### src/rtl/serial_number_receiver.sv
//==============================================================================
// Module      : serial_number_receiver
// Description : Bit-serial frame receiver (start, DATA_W LSB-first data bits,
//               optional even parity, stop) with valid/ready word output and
//               sticky frame/overrun/parity error flags.
//               Optional parity is enabled by defining SERIN_PARITY_EN.
// Revision    : 1.0 - initial release
//==============================================================================
`timescale 1ns/1ps
`default_nettype none

module serial_number_receiver #(
    parameter int DATA_W = 8
) (
    input  logic              clk,
    input  logic              rst_n,
    input  logic              serin,
    input  logic              ready,
    input  logic              clr_err,
    output logic [DATA_W-1:0] data,
    output logic              valid,
    output logic              busy,
    output logic              frame_err,
    output logic              overrun,
    output logic              par_err
);

    localparam int                 c_CNT_W = (DATA_W > 1) ? $clog2(DATA_W) : 1;
    localparam logic [c_CNT_W-1:0] c_LAST  = c_CNT_W'(DATA_W - 1);

    localparam logic [2:0] c_IDLE   = 3'd0;
    localparam logic [2:0] c_SHIFT  = 3'd1;
    localparam logic [2:0] c_PARITY = 3'd2;
    localparam logic [2:0] c_STOP   = 3'd3;
    localparam logic [2:0] c_RESYNC = 3'd4;

    logic [2:0]         r_state;
    logic [2:0]         w_next;
    logic [DATA_W-1:0]  r_sh;
    logic [c_CNT_W-1:0] r_cnt;
    logic [DATA_W-1:0]  r_data;
    logic               r_valid;
    logic               r_frame_err;
    logic               r_overrun;
    logic               w_load;
    logic               w_set_fe;
    logic               w_set_pe;
    logic               w_par_fail;

`ifdef SERIN_PARITY_EN
    logic r_par_bad;
    logic r_par_err;

    assign w_par_fail = r_par_bad;
`else
    assign w_par_fail = 1'b0;
`endif

    always_comb begin
        w_next   = r_state;
        w_load   = 1'b0;
        w_set_fe = 1'b0;
        w_set_pe = 1'b0;
        case (r_state)
            c_IDLE: begin
                if (!serin) w_next = c_SHIFT;
            end
            c_SHIFT: begin
                if (r_cnt == c_LAST) begin
`ifdef SERIN_PARITY_EN
                    w_next = c_PARITY;
`else
                    w_next = c_STOP;
`endif
                end
            end
            c_PARITY: begin
                w_next = c_STOP;
            end
            c_STOP: begin
                // A low stop bit is a framing error regardless of parity
                if (!serin) begin
                    w_set_fe = 1'b1;
                    w_next   = c_RESYNC;
                end else if (w_par_fail) begin
                    w_set_pe = 1'b1;
                    w_next   = c_IDLE;
                end else begin
                    w_load   = 1'b1;
                    w_next   = c_IDLE;
                end
            end
            c_RESYNC: begin
                if (serin) w_next = c_IDLE;
            end
            default: w_next = c_IDLE;
        endcase
    end

    always_ff @(posedge clk or negedge rst_n) begin
        if (!rst_n) begin
            r_state <= c_IDLE;
            r_sh    <= '0;
            r_cnt   <= '0;
        end else begin
            r_state <= w_next;
            if (r_state == c_IDLE && !serin) begin
                r_cnt <= '0;
            end else if (r_state == c_SHIFT) begin
                r_sh  <= {serin, r_sh[DATA_W-1:1]};
                r_cnt <= r_cnt + 1'b1;
            end
        end
    end

    // Loads win over consumption, so a word arriving as the old one is taken keeps valid high
    always_ff @(posedge clk or negedge rst_n) begin
        if (!rst_n) begin
            r_data      <= '0;
            r_valid     <= 1'b0;
            r_overrun   <= 1'b0;
            r_frame_err <= 1'b0;
        end else begin
            if (w_load) begin
                r_data  <= r_sh;
                r_valid <= 1'b1;
            end else if (r_valid && ready) begin
                r_valid <= 1'b0;
            end

            if (w_load && r_valid && !ready) r_overrun <= 1'b1;
            else if (clr_err)                r_overrun <= 1'b0;

            if (w_set_fe)     r_frame_err <= 1'b1;
            else if (clr_err) r_frame_err <= 1'b0;
        end
    end

`ifdef SERIN_PARITY_EN
    // Even parity: the parity bit must equal the xor of the data bits
    always_ff @(posedge clk or negedge rst_n) begin
        if (!rst_n) begin
            r_par_bad <= 1'b0;
            r_par_err <= 1'b0;
        end else begin
            if (r_state == c_PARITY) r_par_bad <= (^r_sh) != serin;

            if (w_set_pe)     r_par_err <= 1'b1;
            else if (clr_err) r_par_err <= 1'b0;
        end
    end

    assign par_err = r_par_err;
`else
    assign par_err = w_set_pe & 1'b0;
`endif

    assign data      = r_data;
    assign valid     = r_valid;
    assign busy      = (r_state != c_IDLE);
    assign frame_err = r_frame_err;
    assign overrun   = r_overrun;

endmodule

`default_nettype wire

### config.mk
export PLATFORM = sky130hd
export DESIGN_NAME = serial_number_receiver
export DESIGN_NICKNAME = d
export VERILOG_FILES = /design/src/rtl/serial_number_receiver.sv
export SDC_FILE = /design/constraint.sdc
export NUM_CORES = 1
export LEC_CHECK = 0
export CAP_MARGIN = 20
export CORE_MARGIN = 2
export CORE_UTILIZATION = 45
export CTS_CLUSTER_SIZE = 12
export DETAILED_ROUTE_END_ITERATION = 8
export GPL_ROUTABILITY_DRIVEN = 1
export GPL_TIMING_DRIVEN = 0
export PLACE_DENSITY = 0.81
export SLEW_MARGIN = 20
export SYNTH_ARGS = -nofsm -noshare
export SYNTH_HDL_FRONTEND = slang
export SYNTH_SLANG_ARGS = --single-unit
### constraint.sdc
create_clock -name clk -period 1.25 [get_ports clk]
set_input_delay 0.125 -clock clk [delete_from_list [all_inputs] [get_ports clk]]
set_output_delay 0.125 -clock clk [all_outputs]
set_load 0.01 [all_outputs]
# Word level (Yosys, flattened, before mapping)
# Cells that the tools add are included.
# totals
ff_bits	25
inputBits	5
output_inout_bits	13
wordCells	47
# classes
n_eq_ne	8
addsub	1
bitwise_logic	1
n_mux	16
n_reduce_logical	14
# op_table
op	count
3-bit 2-to-1 mux	6
3-bit case mux with 5 select lines	1
1-bit 2-to-1 mux	9
2-bit nonzero test	4
3-bit by 2-bit == test with 1-bit output (second input constant)	2
3-bit == test (second input constant)	2
2-bit inequality test (second input constant)	3
1-bit logical AND	4
3-bit by 1-bit adder with 3-bit output (second input constant)	1
3-bit by 1-bit == test with 1-bit output (second input constant)	1
3-bit logical NOT	1
3-bit AND reduction	1
3-bit nonzero test	1
1-bit logical NOT	2
2-bit AND reduction	1
1-bit NOT	1

# Depth between registers and ports, before layout
# depth
depth_word	5
ltp_mapped	5
depth_no_buf	5

# Worst setup path before layout
# No wires, ideal clock.
# synth_timing
path_type	register -> register
start	register r_state[1]
end	register r_sh[1]
path_stages_with_launch	5
setup_time_ns	0.125
t_required_ns	1.125
setup_slack_ns	-0.039
path_buffers	2
period_less_slack_ns	1.289
arrival_ns	1.164
path_cell_list	dfrtp_1 buf_6 nor3b_4 buf_6 mux2_4
# synth_via
elab_chain_cells	4
elab_cells_between_ends	5
cone_classes	eq/ne: 1; bitwise: 1; reduce/logical: 3
# synth_rtl
element	line	text
from (decl)	37	logic [2:0] r_state;
from (signal assigned)	102	r_state <= c_IDLE;
from (signal assigned)	106	r_state <= w_next;
3-bit logical NOT	107	if (r_state == c_IDLE && !serin) begin
1-bit logical AND	107	
1-bit NOT (no line)	n/a	
2-bit AND reduction (no line) *	n/a	
to (signal assigned)	110	r_sh <= {serin, r_sh[DATA_W-1:1]};
to (decl)	39	logic [DATA_W-1:0] r_sh;
# Mark *: on every way between the ends. The rest lies on a longest branch, timed or not.
# A chain may end at the register's enable or synchronous reset.

# Worst setup path after layout
# layout_timing
start	register r_state[1]
end	register r_sh[7]
# The elaborated chain is that of the path after synthesis.

==> results.sh <==
export IMPL_cp_top_family="flip-flops"
export IMPL_violations="setup timing"
export IMPL_clock_skew_ns=0.001423
export IMPL_ys_flop_type="dfrtp_1"
export IMPL_min_period_ns=1.397
export IMPL_relSlewSlack=0.6402
export IMPL_tightest_slew_ns=0.5397
export IMPL_yosysSeqAreaShare=0.5834
export IMPL_port_buffer_count=16
export IMPL_synth_nets=80
export IMPL_dp_hpwl_um=1082
export IMPL_start_kind="register"
export IMPL_syn_to_final_growth_pct=32.44
export IMPL_antenna_found_initial=0
export IMPL_path_buf_inv=2
export IMPL_power_mw=3.460
export IMPL_synth_avg_cell_area_um2=14.69
export IMPL_maxSlewViolCount=0
export IMPL_clk_latency_ns=0.30
export IMPL_nFillCells=173
export IMPL_numClockSinks=25
export IMPL_fin_nets=111
export IMPL_die_h_um=52.82
export IMPL_grt_pass1_wl_um=3532
export IMPL_ios=18
export IMPL_leakage_nw=0.7286
export IMPL_yosysMostFrequentCell="dfrtp_1"
export IMPL_cpMaxStageDelayCell="dfrtp_1"
export IMPL_status="finished with violations"
export IMPL_place_ws_ns=-0.2181
export IMPL_cts_buffers=3
export IMPL_initial_utilization=0.4801
export IMPL_synth_distinct_cells=20
export IMPL_wl_per_cell_um=14.85
export IMPL_cts_max_level=1
export IMPL_seqCellArea_um2=626.9
export IMPL_drt_first_pass_iters=4
export IMPL_path_clk_slew_ns=0.13
export IMPL_grt_usage=0.1774
export IMPL_ant_nets=0
export IMPL_period_share=1.117
export IMPL_grt_max_degree=26
export IMPL_synthTopCellsByCount="dfrtp_1 (25), mux2_2 (10), mux2_4 (7), nor2_1 (5), nand2_1 (4)"
export IMPL_rsz0062_at_grt="true"
export IMPL_hold_viol=0
export IMPL_crit_type="register to register"
export IMPL_via_count=676
export IMPL_critPathMaxStageDelay_ns=0.45
export IMPL_synth_seq_cells=25
export IMPL_drc=0
export IMPL_path_cells="buf_12 > nor3b_4 > buf_6 > mux2_4"
export IMPL_drv_cap=0
export IMPL_first_global_vias=699
export IMPL_holdCritPathClass="primary input to asynchronous set/reset pin"
export IMPL_n_antenna_cell=0
export IMPL_path_max_fanout=8
export IMPL_netlist_area_mm2=0.001072
export IMPL_grt_overflow=0
export IMPL_ys_async_sr_fraction=1.000
export IMPL_synth_top_area_cell="dfrtp_1"
export IMPL_worst_hold_slack_ns=0.3201
export IMPL_setup_slack_ns=-0.1465
export IMPL_arrival_ns=1.60
export IMPL_synthCells=73
export IMPL_fmax_mhz=716.1
export IMPL_crit_required_ns=1.45
export IMPL_coreArea_mm2=0.002233
export IMPL_cts_root_buf="clkbuf_4"
export IMPL_setup_tns_ns=-1.819
export IMPL_setup_viol=20
export IMPL_die_x_um=52.82
export IMPL_die_area_mm2=0.002789
export IMPL_placed_area_mm2=0.001267
export IMPL_drive_gt1_frac=0.3883
export IMPL_multiInputGateArea_um2=460.4
export IMPL_synth_top_area_frac=0.5834
export IMPL_ys_warn_count=0
export IMPL_vdd_ir_drop_max_uv=1500
export IMPL_clockBufferDepth=2
export IMPL_rows=17
export IMPL_powerDensity_mw_per_mm2=2436
export IMPL_cts_tree="yes"
export IMPL_end_kind="register"
export IMPL_globalplace_congestion=0.7310
export IMPL_stdcell_area_mm2=0.001420
export IMPL_wl_um=1945
export IMPL_drtIter0Drc=4
export IMPL_synth_edff_count=0
export IMPL_vias_per_cell=5.160
export IMPL_synth_area_leaders="dfrtp_1 (58%), mux2_2 (11%), mux2_4 (9.8%)"
## registers in the layout (all words and copies together) (netlist names)
| signal | cells |
|---|---|
| valid | 1 |
| frame_err | 1 |
| r_sh | 8 |
| overrun | 1 |
| data | 8 |
| r_cnt | 3 |
| r_state | 3 |
## area by class of cell
class / instances / area share
inverter: 2 / 0.005286
clock buffer: 4 / 0.01850
timing repair buffer: 27 / 0.1727
buffer: 2 / 0.01322
tap: 28 / 0.02467
multi-input combinational: 43 / 0.3242
sequential: 25 / 0.4414
## through the flow
step,util,instances
after floorplan,-,73
after global placement,0.5675,117
after global routing,0.6359,131
after detailed placement,0.5675,117
final,0.6359,131
after CTS,0.6415,132
## path summary, 6_finish.rpt
path | depth (start not counted) | start | endpoint | slack [ns]
max | 4 | r_state[1] | r_sh[7] | -0.15
max in group asynchronous | 2 | rst_n | r_state[2] | 0.54
min | 2 | rst_n | data[3] | 0.32
min in group clk | 2 | clr_err | overrun | 0.41
min reg2reg | 2 | valid | valid | 0.52
max reg2reg | 4 | r_state[1] | r_sh[7] | -0.15
## routing by layer
| metal | GRT usage | part of all wire |
|---|---|---|
| met1 | 0.2556 | 0.46 |
| met2 | 0.2729 | 0.50 |
| met3 | 0.02857 | 0.027 |
| met4 | 0.05556 | 0.0062 |
| met5 | 0 | 0 |
## cells by family (layout without fill, tap and decap cells)
family | after synthesis | count (layout) | share of synthesized area
AOI/OAI and AO/OA | 7 | 7 | 0.04551
adders and majority gates | 2 | 2 | 0.02333
buffers and inverters | 6 | 35 | 0.04551
DFF | 25 | 25 | 0.5834
other | 1 | 1 | 0.003497
and+or+nand+nor | 15 | 16 | 0.09568
muxes | 17 | 17 | 0.2030
## cell usage in the layout, fill, tap and decap left out, types with 2 or more instances in the layout
| master | synthesis | layout |
|---|---|---|
| dfrtp_1 | 25 | 24 |
| mux2_4 | 7 | 16 |
| dlygate4sd2_1 | 0 | 11 |
| buf_4 | 1 | 8 |
| nand2_1 | 4 | 4 |
| nor2_1 | 5 | 3 |
| clkbuf_4 | 0 | 3 |
| clkdlybuf4s50_1 | 0 | 3 |
| nand4b_4 | 1 | 2 |
| nand2b_1 | 2 | 2 |
| buf_6 | 3 | 2 |
| nor2_2 | 0 | 2 |
| a22o_1 | 2 | 2 |
| inv_1 | 2 | 2 |
| o22ai_1 | 2 | 2 |
| ha_1 | 2 | 2 |
| buf_2 | 0 | 2 |
## report_power, final
| group | switching (mW) | internal [mW] |
|---|---|---|
| registers | 0.262 | 1.17 |
| logic | 0.605 | 1.08 |
| clock network | 0.219 | 0.124 |
| total | 1.09 | 2.37 |
## worst register-to-register path, cell delays in order, from the launching register on
cell,delay [ns]
dfrtp_1,0.45
buf_12,0.15
nor3b_4,0.20
buf_6,0.19
mux2_4,0.31
## repair_timing
item                                    4_1_cts  5_1_grt
gates cloned                                  1        0
endpoints found under the hold margin         0       25
pin swaps                                     3        2
setup buffers                                10        0
resized for setup                            29        2
hold buffers                                  0        1
endpoints found under the setup margin       27       20
Power figures use the tool's default switching activity.
